`config.mk`:
```
export PLATFORM = sky130hd
export DESIGN_NAME = sar_result_collector
export DESIGN_NICKNAME = d
export VERILOG_FILES = /design/src/rtl/sar_pkg.sv /design/src/rtl/sar_collect_fifo.sv /design/src/rtl/sar_result_collector.sv
export SDC_FILE = /design/constraint.sdc
export NUM_CORES = 1
export LEC_CHECK = 0
export ABC_AREA = 1
export CAP_MARGIN = 20
export CORE_ASPECT_RATIO = 0.8
export CORE_MARGIN = 10
export CORE_UTILIZATION = 40
export DETAILED_ROUTE_END_ITERATION = 10
export PLACE_DENSITY_LB_ADDON = 0.05
export SKIP_CTS_REPAIR_TIMING = 1
export SKIP_LAST_GASP = 1
export SLEW_MARGIN = 10
export SYNTH_ARGS = -nofsm -noshare
export SYNTH_HDL_FRONTEND = slang
export SYNTH_SLANG_ARGS = --single-unit
```
`constraint.sdc`:
```
create_clock -name CLK -period 4.1 [get_ports CLK]
set_input_delay 0.41 -clock CLK [delete_from_list [all_inputs] [get_ports CLK]]
set_output_delay 0.41 -clock CLK [all_outputs]
set_load 0.05 [all_outputs]
```
`src/rtl/sar_pkg.sv`:
```
// Shared SAR constants: decision word width and CLK cycles per decision, used by the
// SAR logic, the result collector and its bench.
package sar_pkg;

  localparam int unsigned SAR_BIT_ADC    = 8;
  localparam int unsigned SAR_PHASES     = 6;
  localparam int unsigned SAR_FIFO_DEPTH = 4;
  localparam int unsigned SAR_CNT_W      = 16;

  // Pointer width carries one extra wrap bit so full and empty can be told apart.
  function automatic int unsigned fifo_ptr_w(input int unsigned depth);
    return $clog2(depth) + 1;
  endfunction

endpackage

```
`src/rtl/sar_collect_fifo.sv`:
```
// Synchronous word FIFO with a registered head: dout/empty are flops that update one
// edge after a push into an empty buffer and hold steady while the consumer stalls.
module sar_collect_fifo
  import sar_pkg::*;
#(
  parameter int unsigned WIDTH = SAR_BIT_ADC,
  parameter int unsigned DEPTH = SAR_FIFO_DEPTH
) (
  input  logic             clk,
  input  logic             rst,
  input  logic             push,
  input  logic [WIDTH-1:0] din,
  output logic             full,
  input  logic             pop,
  output logic [WIDTH-1:0] dout,
  output logic             empty
);

  localparam int unsigned AW = $clog2(DEPTH);
  localparam int unsigned PW = fifo_ptr_w(DEPTH);

  logic [WIDTH-1:0] mem_q [DEPTH];
  logic [WIDTH-1:0] mem_d [DEPTH];
  logic [PW-1:0]    wr_ptr_q, wr_ptr_d;
  logic [PW-1:0]    rd_ptr_q, rd_ptr_d;
  logic [WIDTH-1:0] dout_q, dout_d;
  logic             valid_q, valid_d;
  logic             full_s, do_pop_s, do_push_s;

  assign full_s    = (wr_ptr_q[AW] != rd_ptr_q[AW]) &&
                     (wr_ptr_q[AW-1:0] == rd_ptr_q[AW-1:0]);
  assign do_pop_s  = pop & valid_q;
  // A pop frees the slot being written, so a full buffer still accepts a concurrent push.
  assign do_push_s = push & (~full_s | do_pop_s);

  // Next-state for storage, pointers and the presented head word.
  always_comb begin
    mem_d    = mem_q;
    wr_ptr_d = wr_ptr_q;
    rd_ptr_d = rd_ptr_q;
    if (do_push_s) begin
      mem_d[wr_ptr_q[AW-1:0]] = din;
      wr_ptr_d                = wr_ptr_q + PW'(1);
    end else begin
      wr_ptr_d = wr_ptr_q;
    end
    if (do_pop_s) begin
      rd_ptr_d = rd_ptr_q + PW'(1);
    end else begin
      rd_ptr_d = rd_ptr_q;
    end
    // Head is taken from the pre-edge write pointer: a fresh word shows one edge later.
    valid_d = (wr_ptr_q != rd_ptr_d);
    dout_d  = mem_q[rd_ptr_d[AW-1:0]];
  end

  always_ff @(posedge clk) begin
    if (rst) begin
      mem_q    <= '{default: '0};
      wr_ptr_q <= '0;
      rd_ptr_q <= '0;
      dout_q   <= '0;
      valid_q  <= 1'b0;
    end else begin
      mem_q    <= mem_d;
      wr_ptr_q <= wr_ptr_d;
      rd_ptr_q <= rd_ptr_d;
      dout_q   <= dout_d;
      valid_q  <= valid_d;
    end
  end

  assign full  = full_s;
  assign dout  = dout_q;
  assign empty = ~valid_q;

endmodule

```
`src/rtl/sar_result_collector.sv`:
```
// Assembles the SAR serial decisions (sampled on COMP_CLK falling edges) MSB-first into
// words and queues them for a valid/ready consumer. Define SAR_COLLECT_CNT_EN for WORD_CNT.
module sar_result_collector
  import sar_pkg::*;
#(
  parameter int unsigned BIT_ADC    = SAR_BIT_ADC,
  parameter int unsigned FIFO_DEPTH = SAR_FIFO_DEPTH
`ifdef SAR_COLLECT_CNT_EN
  ,
  parameter int unsigned CNT_W      = SAR_CNT_W
`endif
) (
  input  logic               CLK,
  input  logic               RST,
  input  logic               COMP_CLK,
  input  logic               DIGITAL_OUT,
  input  logic               SYNC,
  output logic [BIT_ADC-1:0] DATA,
  output logic               DATA_VALID,
  input  logic               DATA_READY,
  output logic               OVF,
  input  logic               OVF_CLR
`ifdef SAR_COLLECT_CNT_EN
  ,
  output logic [CNT_W-1:0]   WORD_CNT
`endif
);

  localparam int unsigned IDX_W = $clog2(BIT_ADC);
  localparam logic [IDX_W-1:0] LAST_IDX = IDX_W'(BIT_ADC - 1);

  logic               comp_clk_q, comp_clk_d;
  logic [IDX_W-1:0]   bit_idx_q, bit_idx_d;
  logic [BIT_ADC-1:0] shift_q, shift_d;
  logic               ovf_q, ovf_d;
  logic               stb_s, push_s, pop_s, drop_s;
  logic               fifo_full_s, fifo_empty_s;
  logic [BIT_ADC-1:0] word_s;

  // Strobe detect plus bit counter / shift register; SYNC overrides any strobe.
  always_comb begin
    comp_clk_d = COMP_CLK;
    stb_s      = comp_clk_q & ~COMP_CLK;
    word_s     = {shift_q[BIT_ADC-2:0], DIGITAL_OUT};
    push_s     = 1'b0;
    bit_idx_d  = bit_idx_q;
    shift_d    = shift_q;
    if (SYNC) begin
      bit_idx_d = '0;
      shift_d   = '0;
    end else if (stb_s) begin
      shift_d = word_s;
      if (bit_idx_q == LAST_IDX) begin
        bit_idx_d = '0;
        push_s    = 1'b1;
      end else begin
        bit_idx_d = bit_idx_q + IDX_W'(1);
      end
    end else begin
      bit_idx_d = bit_idx_q;
      shift_d   = shift_q;
    end
  end

  // Overflow is sticky; a drop in the same cycle as OVF_CLR keeps it set.
  always_comb begin
    pop_s  = ~fifo_empty_s & DATA_READY;
    drop_s = push_s & fifo_full_s & ~pop_s;
    if (drop_s) begin
      ovf_d = 1'b1;
    end else if (OVF_CLR) begin
      ovf_d = 1'b0;
    end else begin
      ovf_d = ovf_q;
    end
  end

  always_ff @(posedge CLK) begin
    if (RST) begin
      comp_clk_q <= 1'b0;
      bit_idx_q  <= '0;
      shift_q    <= '0;
      ovf_q      <= 1'b0;
    end else begin
      comp_clk_q <= comp_clk_d;
      bit_idx_q  <= bit_idx_d;
      shift_q    <= shift_d;
      ovf_q      <= ovf_d;
    end
  end

`ifdef SAR_COLLECT_CNT_EN
  logic [CNT_W-1:0] word_cnt_q, word_cnt_d;

  always_comb begin
    if (push_s & ~drop_s) begin
      word_cnt_d = word_cnt_q + CNT_W'(1);
    end else begin
      word_cnt_d = word_cnt_q;
    end
  end

  always_ff @(posedge CLK) begin
    if (RST) begin
      word_cnt_q <= '0;
    end else begin
      word_cnt_q <= word_cnt_d;
    end
  end

  assign WORD_CNT = word_cnt_q;
`endif

  sar_collect_fifo #(
    .WIDTH (BIT_ADC),
    .DEPTH (FIFO_DEPTH)
  ) u_fifo (
    .clk   (CLK),
    .rst   (RST),
    .push  (push_s),
    .din   (word_s),
    .full  (fifo_full_s),
    .pop   (pop_s),
    .dout  (DATA),
    .empty (fifo_empty_s)
  );

  assign DATA_VALID = ~fifo_empty_s;
  assign OVF        = ovf_q;

endmodule

```
# Word level (Yosys, flattened, before mapping)
# Cells that the tools add are included.
# totals
register_bits	59
out_inout_bits	10
word_cells	51
# op_classes
n_reduce_logical	4
n_eq_ne	4
add_sub_neg	3
bitwise	12
magnitude_cmp	3
mux	13
# op_table
op	n
32-bit bitwise mux	1
8-bit 2-to-1 mux	3
8-bit binary-select mux with 2-bit select	1
8-bit demux with 2-bit select	1
3-bit by 1-bit adder with 3-bit output (second input constant)	3
1-bit AND	6
3-bit greater-or-equal comparator (second input constant)	2
3-bit 2-to-1 mux	2
2-bit inverter with 3-bit output	2
1-bit 2-to-1 mux	5
3-bit equality test (second input constant)	1
3-bit by 1-bit less-than comparator with 1-bit output (second input constant)	1
3-bit != test	1
1-bit inverter	3
2-bit equality test	1
1-bit logical AND	2
2-bit nonzero test	1
2-bit OR reduction	1
1-bit != test	1
1-bit bitwise OR	1

# Longest topological paths before layout
# Gate-level depths: netlist (run 1).
# depth
ltp_word	7
ltp_mapped	10
depth_no_buf	9

# Cells and area by module
# A second synthesis (run 1) with hierarchy kept.
# unflattened
cells_unflattened	431
area_unflattened_um2	3119.2
# by_module_without_submodules
module	area_per_inst_um2	seq_area_each_um2	instances	cells_per_inst
sar_collect_fifo	2590.0	940.9	1	367
sar_result_collector	529.3	240.2	1	64

# Least setup slack after synthesis (run 1)
# No wires, ideal clock.
# synth_path
path_kind	flip-flop to flip-flop
from	register u_fifo.valid_q
to	register u_fifo.dout_q[5] (netlist: u_fifo.dout[5])
n_path_buf	1
stages_incl_launch_ff	7
period_less_slack_ps	1677
required_ps	3968
t_arrival_ps	1545
slack_ps	2423
path_cell_list	dfxtp_1 > nand2_4 > xor2_1 > buf_4 > nand2_1 > nand3_1 > a21oi_1
# synth_via
elab_chain_len	7
# synth_lines
element	line	rtl
start, declared	sar_collect_fifo.sv:27	logic valid_q, valid_d;
start signal, assigned	sar_collect_fifo.sv:69	valid_q <= valid_d;
1-bit AND	sar_result_collector.sv:67	pop_s = ~fifo_empty_s & DATA_READY;
1-bit AND *	sar_collect_fifo.sv:32	assign do_pop_s = pop & valid_q;
3-bit 2-to-1 mux *	sar_collect_fifo.sv:47	if (do_pop_s) begin
2-bit inverter with 3-bit output (not written as such) *	sar_collect_fifo.sv:54	dout_d = mem_q[rd_ptr_d[AW-1:0]];
8-bit binary-select mux with 2-bit select *	sar_collect_fifo.sv:54	
8-bit 2-to-1 mux (not written as such) * (2 in series)	sar_collect_fifo.sv:54	
end signal, assigned	sar_collect_fifo.sv:68	dout_q <= dout_d;
end, declared	sar_collect_fifo.sv:26	logic [WIDTH-1:0] dout_q, dout_d;
# Mark *: on every way between the ends. The rest lies on a longest branch, timed or not. The select of a mux whose other input is x is not followed.
# A chain may end at the register's enable or synchronous reset.

# Worst setup path in the final report (run 1)
# layout_path
from	register bit_idx_q[0]
to	register u_fifo.mem_q[28] (netlist name)
# layout_via
elab_chain_len	5
# layout_lines
element	line	rtl
start, declared	sar_result_collector.sv:33	logic [IDX_W-1:0] bit_idx_q, bit_idx_d;
start signal, assigned	sar_result_collector.sv:86	bit_idx_q <= bit_idx_d;
3-bit equality test	sar_result_collector.sv:53	if (bit_idx_q == LAST_IDX) begin
1-bit 2-to-1 mux	sar_result_collector.sv:53	
1-bit 2-to-1 mux	sar_result_collector.sv:51	end else if (stb_s) begin
1-bit 2-to-1 mux	sar_result_collector.sv:48	if (SYNC) begin
1-bit AND	sar_collect_fifo.sv:34	assign do_push_s = push & (~full_s | do_pop_s);
end signal, assigned	sar_collect_fifo.sv:65	mem_q <= mem_d;
end, declared	sar_collect_fifo.sv:22	logic [WIDTH-1:0] mem_q [DEPTH];
# No other way between the ends.

==> results.yml, run 1 <==
sta:
  setup-tns-final_ns: 0
  tightestPinTransition_ns: 0.9039
  finalSetupViolCount: 0
  clock_skew_ns: 0.01600
  period_share_pct: 48.83
  drv_slew: 0
  slew_headroom_pct: 39.69
  rsz0062_at_grt: "false"
  max_freq_ghz: 0.4995
  fin_crit_ns: 2.002
  hold_violations: 0
worst_setup_path:
  worstPathCellList: "ha_1, ha_1, inv_1, nor3_4, buf_4, nand3_1, nand2_1, inv_1, nor2_2"
  r2r-start: "bit_idx_q[0]$_SDFFE_PP0N_"
  cp_slowest_stage_delay_ns: 0.39
  critical_path_required_ns: 4.39
  startpoint_type: "register"
  reg2reg_slack_ns: 2.10
  reg2reg_depth: 9
  criticalPathCategory: "reg -> reg"
  cp.depth: 9
  cp_top_family: "simple AND/OR/NAND/NOR gates"
  startpoint: "bit_idx_q[0]$_SDFFE_PP0N_"
  worst_setup_path_end_kind: "register"
  crit_slowest_cell: "buf_4"
  crit_arrival_ns: 2.29
  worst-path-buf-inv: 3
  critPathMaxFanout: 39
cts:
  clk_pin_slew_ns: 0.08
  cts_num_sinks: 59
  ctsHtreeMaxLevel: 3
  cts_buffer_depth: 2
  cts_tree: "yes"
  clk_latency_ns: 0.35
  cts_root_buf: "clkbuf_8"
  cts_inserted_buffers: 9
cells_and_area:
  syn_to_final_growth_pct: 11.73
  diodes: 0
  fillCellCount: 786
  final_nets: 460
  drive_above_1_share_pct: 14.19
  final_util_pct: 46.33
floorplanning:
  initial_core_util_pct: 41.47
  dieWidth_um: 118.3
  fp.dieH_um: 98.67
  fp.dieArea_um2: 11680
  pin_count: 17
  coreArea_um2: 7462
  num_rows: 28
yosys:
  synth_top_area_share_pct: 38.17
  synthTopCellsByArea: "dfxtp_1 (38%), nand2_1 (14%), inv_1 (10%)"
  synth-seq-cells: 59
  ys_warn_count: 0
  synth_top_area_cell: "dfxtp_1"
  synth.cell_area_um2: 3094
  synth_cells: 433
  synth_cell_types: 26
  synth_seq_area_share_pct: 38.17
  syn_area_per_cell_um2: 7.146
  syn-num-nets: 447
detailed_routing:
  routed_via_density: 4.529
  drc: 0
  drt_iter0_drc: 144
  ant_nets: 0
  wire_per_inst_um: 13.02
  num_vias: 2518
  routed_wl_um: 7240
  firstDrtPassIters: 4
place:
  io_buffers: 16
  place_congestion: 0.7789
  dpl.hpwl_um: 4882
min_path:
  worstHoldStart: "bit_idx_q[1]$_SDFFE_PP0N_"
  hold_depth: 2
  hold_path.class: "reg -> reg"
power:
  power.density_nw_per_um2: 401.8
  cellLeakagePower_uw: 0.001551
  ir_worst_vdd_v: 0.0002054
global_routing:
  antenna_found_initial: 0
  grt_max_degree: 40
  grt_pass1_vias: 2500
  grt_pass1_wl_um: 12320
  grt_util_all_layers_pct: 13.05
  grt-ovfl-total: 0
outcome:
  outcome: "complete, no violations"
run:
  max_cap_viol_count: 0
worst reg2reg max path: cells and delay by family, from the launching register on:
kind,cells,cell delay (ns)
adder cells (fa/ha/maj),2,0.30
buffers and inverters,3,0.53
flip-flops,1,0.35
AND/OR/NAND/NOR,4,0.76
layout by cell type, fill, tap and decap left out, drive strengths merged:
master and n:
clkinvlp 1, xor2 4, clkbuf 11, nor2 44
nand2 119, buf 6, nor3 1, inv 87
nand3 25, o21ai 13, a21oi 19, bufinv 2
clkinv 3, ha 7, dfxtp 59, nand4 32
clkdlybuf4s50 16, o211a 1, xnor2 1
layout make-up:
type | instances | area [um2] | area share, %
Sequential cell | 59 | 1181 | 34.17
Inverter | 88 | 330.3 | 9.555
Timing Repair Buffer | 22 | 205.2 | 5.936
Multi-Input combinational cell | 266 | 1400 | 40.50
Tap cell | 105 | 131.4 | 3.800
Clock inverter | 5 | 77.57 | 2.244
Clock buffer | 11 | 131.4 | 3.800
per-stage QoR:
step	power, uW	hold WS (ns)	area [um2]	worst slack [ns]	instances
2_1_floorplan	754.3	0.4445	3094	2.423	433
3_3_place_gp	823.7	0.4610	3248	1.776	540
5_1_grt	1446	0.4946	3457	1.837	556
3_5_place_dp	823.7	0.4604	3248	1.728	540
4_1_cts	1402	0.4749	3457	2.072	556
6_report	1389	0.4710	3457	2.098	556
sequential cells by signal, summed over array words and instances (netlist names):
| register | cells |
|---|---|
| OVF | 1 |
| u_fifo.mem_q | 32 |
| u_fifo.rd_ptr_q | 3 |
| bit_idx_q | 3 |
| u_fifo.valid_q | 1 |
| shift_q | 7 |
| u_fifo.wr_ptr_q | 3 |
| u_fifo.dout | 8 |
| comp_clk_q | 1 |
worst paths after layout:
kind	endpoint
worst max register to register	u_fifo.mem_q[28]$_SDFFE_PP0P_
worst min register to register	bit_idx_q[1]$_SDFFE_PP0N_
worst max-delay path	u_fifo.mem_q[28]$_SDFFE_PP0P_
worst min-delay path	bit_idx_q[1]$_SDFFE_PP0N_
layer usage:
metal	vias up	part of all wire [%]	GRT usage [%]
met4	0	1.5	5.218
met1	1104	50	17.08
met2	49	42	19.49
met5	-	0	0
met3	13	6.7	4.105
li1	1352	-	-
cell usage after synthesis (all sizes together):
cell,number
dfxtp,59
clkbuf,2
o211a,1
ha,7
xor2,4
inv,87
nor3,1
nand3,25
nand4,32
o21ai,13
nand2,119
buf,18
clkinv,1
a21oi,19
nor2,44
xnor2,1
logic make-up after synthesis:
group | after synthesis | synth area share, %
fa+ha+maj | 7 | 2.830
xor+xnor | 5 | 1.658
compound gates | 33 | 5.499
simple gates | 221 | 35.26
buf+inv | 108 | 16.58
flops | 59 | 38.17
power by group:
part,switching [uW],internal (uW)
logic,146,65.0
clock network,240,340
registers,8.38,589
total,395,994
Power figures use the tool's default switching activity.
==> run 2: changes to the inputs <==
Clock period 4.1 ns to 1.7 ns, I/O delays scaled along.
==> run 2 against run 1 <==
  * Clock power is 130% higher
  * Largest cell class unchanged
  * Hold slack worse by 0.095 ns
  * Largest power group unchanged
  * Setup slack worse by 2.0 ns
  * Design area is 10% higher
  * Register-to-register slack worse by 2.0 ns
  * Critical endpoint is now u_fifo.mem_q[14]$_SDFFE_PP0P_
  * Wire length is 1.7% higher
  * Sequential power is 140% higher
  * Non-clock buffer count is 22 higher
==> results.yml, run 2 (synthesized netlist as in run 1, its figures left out) <==
cts:
  cts_buffer_depth: 2
  cts_tree: "yes"
  cts_root_buf: "clkbuf_8"
  cts_inserted_buffers: 9
  clk_pin_slew_ns: 0.07
  cts_num_sinks: 59
  ctsHtreeMaxLevel: 3
  clk_latency_ns: 0.34
cells_and_area:
  layout_common_cells: "nand2_1 (112), inv_1 (83), dfxtp_1 (57), nand4_1 (32), nor2_2 (30)"
  syn_to_final_growth_pct: 22.89
  diodes: 0
  drive_above_1_share_pct: 20.51
  final_nets: 482
  largest_reg_flops: 32
  regArea_um2: 1184
  multi_input_area_um2: 1430
  fillCellCount: 762
  final_common_cell: "nand2_1"
  regMostFlops: "u_fifo.mem_q"
global_routing:
  grt_pass1_vias: 2397
  grt_util_all_layers_pct: 12.78
  grt_max_degree: 37
  antenna_found_initial: 0
  grt-ovfl-total: 0
  grt_pass1_wl_um: 12240
power:
  power.density_nw_per_um2: 900.8
  power.total_uw: 3425
  ir_worst_vdd_v: 0.0004293
  switching_power_uw: 962.5
  power_frac_seq_pct: 42.0
  swShare_pct: 28.10
  comb_power_share_pct: 18.3
  p_clk_share_pct: 39.7
  cellLeakagePower_uw: 0.001729
  power.internal_uw: 2463
sta:
  fin_hold_ws_ns: 0.3756
  setup_slack_ns: 0.06202
  hold_violations: 0
  setup-tns-final_ns: 0
  period_share_pct: 96.35
  fin_crit_ns: 1.638
  slew_headroom_pct: 65.54
  tightestPinTransition_ns: 0.5160
  drv_slew: 0
  finalSetupViolCount: 0
  max_freq_ghz: 0.6105
  clock_skew_ns: 0.008265
detailed_routing:
  num_vias: 2654
  firstDrtPassIters: 5
  routed_via_density: 4.592
  ant_nets: 0
  drc: 0
  drt_iter0_drc: 169
  wire_per_inst_um: 12.74
  routed_wl_um: 7364
place:
  pre_cts_slack_ns: -0.01729
  place_congestion: 0.8109
  io_buffers: 16
  dpl.hpwl_um: 5261
floorplanning:
  dieWidth_um: 118.3
  fp.dieArea_um2: 11680
  initial_core_util_pct: 41.47
  coreArea_um2: 7462
  pin_count: 17
  fp.dieH_um: 98.67
  num_rows: 28
worst_setup_path:
  startpoint_type: "register"
  reg2reg_to: "u_fifo.mem_q[14]$_SDFFE_PP0P_"
  crit_arrival_ns: 1.88
  reg2reg_depth: 10
  r2r-start: "bit_idx_q[1]$_SDFFE_PP0N_"
  worst_setup_path_end_kind: "register"
  startpoint: "bit_idx_q[1]$_SDFFE_PP0N_"
  reg2reg_slack_ns: 0.06
  critical_path_required_ns: 1.95
  critPathMaxFanout: 8
  criticalPathCategory: "reg -> reg"
run:
  max_cap_viol_count: 0
outcome:
  outcome: "complete, no violations"
min_path:
  hold_depth: 3
  holdPathEnd: "comp_clk_q$_SDFF_PP0_"
  hold_path.class: "in -> reg"
  worstHoldStart: "COMP_CLK"
run 2: final cells by class:
type	count	area share (%)
repair buffers	44	13.52
inverters	88	8.687
flip-flops and latches	59	31.13
well taps	105	3.455
clock inverters	4	1.250
multi-input cells	266	37.61
clock buffers	12	4.344
run 2: worst max path at each step:
stage	endpoint	cells after the start	slack, ns
detailed placement	u_fifo.mem_q[8]$_SDFFE_PP0P_	10	-0.02
floorplan	u_fifo.dout[5]$_SDFF_PP0_	6	0.02
CTS	u_fifo.mem_q[8]$_SDFFE_PP0P_	10	-0.004
finish	u_fifo.mem_q[14]$_SDFFE_PP0P_	10	0.06
global placement	u_fifo.dout[5]$_SDFF_PP0_	9	0.02
global route	u_fifo.mem_q[14]$_SDFFE_PP0P_	10	-0.01
run 2: power by group through the flow:
stage | clock network [uW] | logic, uW | registers [uW]
after floorplan | 0 | 252 | 1570
after global placement | 0 | 633 | 1470
after detailed placement | 0 | 632 | 1470
after CTS | 1400 | 634 | 1440
after global routing | 1460 | 684 | 1440
final | 1360 | 626 | 1440
run 2: stage by stage:
step / instance area [um2] / utilization (%) / cells
finish: 3802 / 50.96 / 578
global route: 3802 / 50.96 / 578
CTS: 3669 / 49.16 / 571
detailed placement: 3456 / 46.31 / 555
global placement: 3456 / 46.31 / 555
floorplan: 3094 / - / 433
run 2: metal layers:
layer / track usage [%] / wire [um]
met1: 17.51 / 3726
met2: 18.72 / 3141
met3: 3.877 / 419
met4: 3.985 / 77
met5: 0 / 0
run 2: critical path, cell delays in order (launching register included):
cell and delay, ns:
dfxtp_1 0.38, ha_4 0.15, ha_4 0.12, inv_2 0.04, nor3_4 0.16, buf_12 0.17
buf_12 0.12, buf_4 0.12, nand4_1 0.11, nand2_1 0.12, nor2_2 0.04
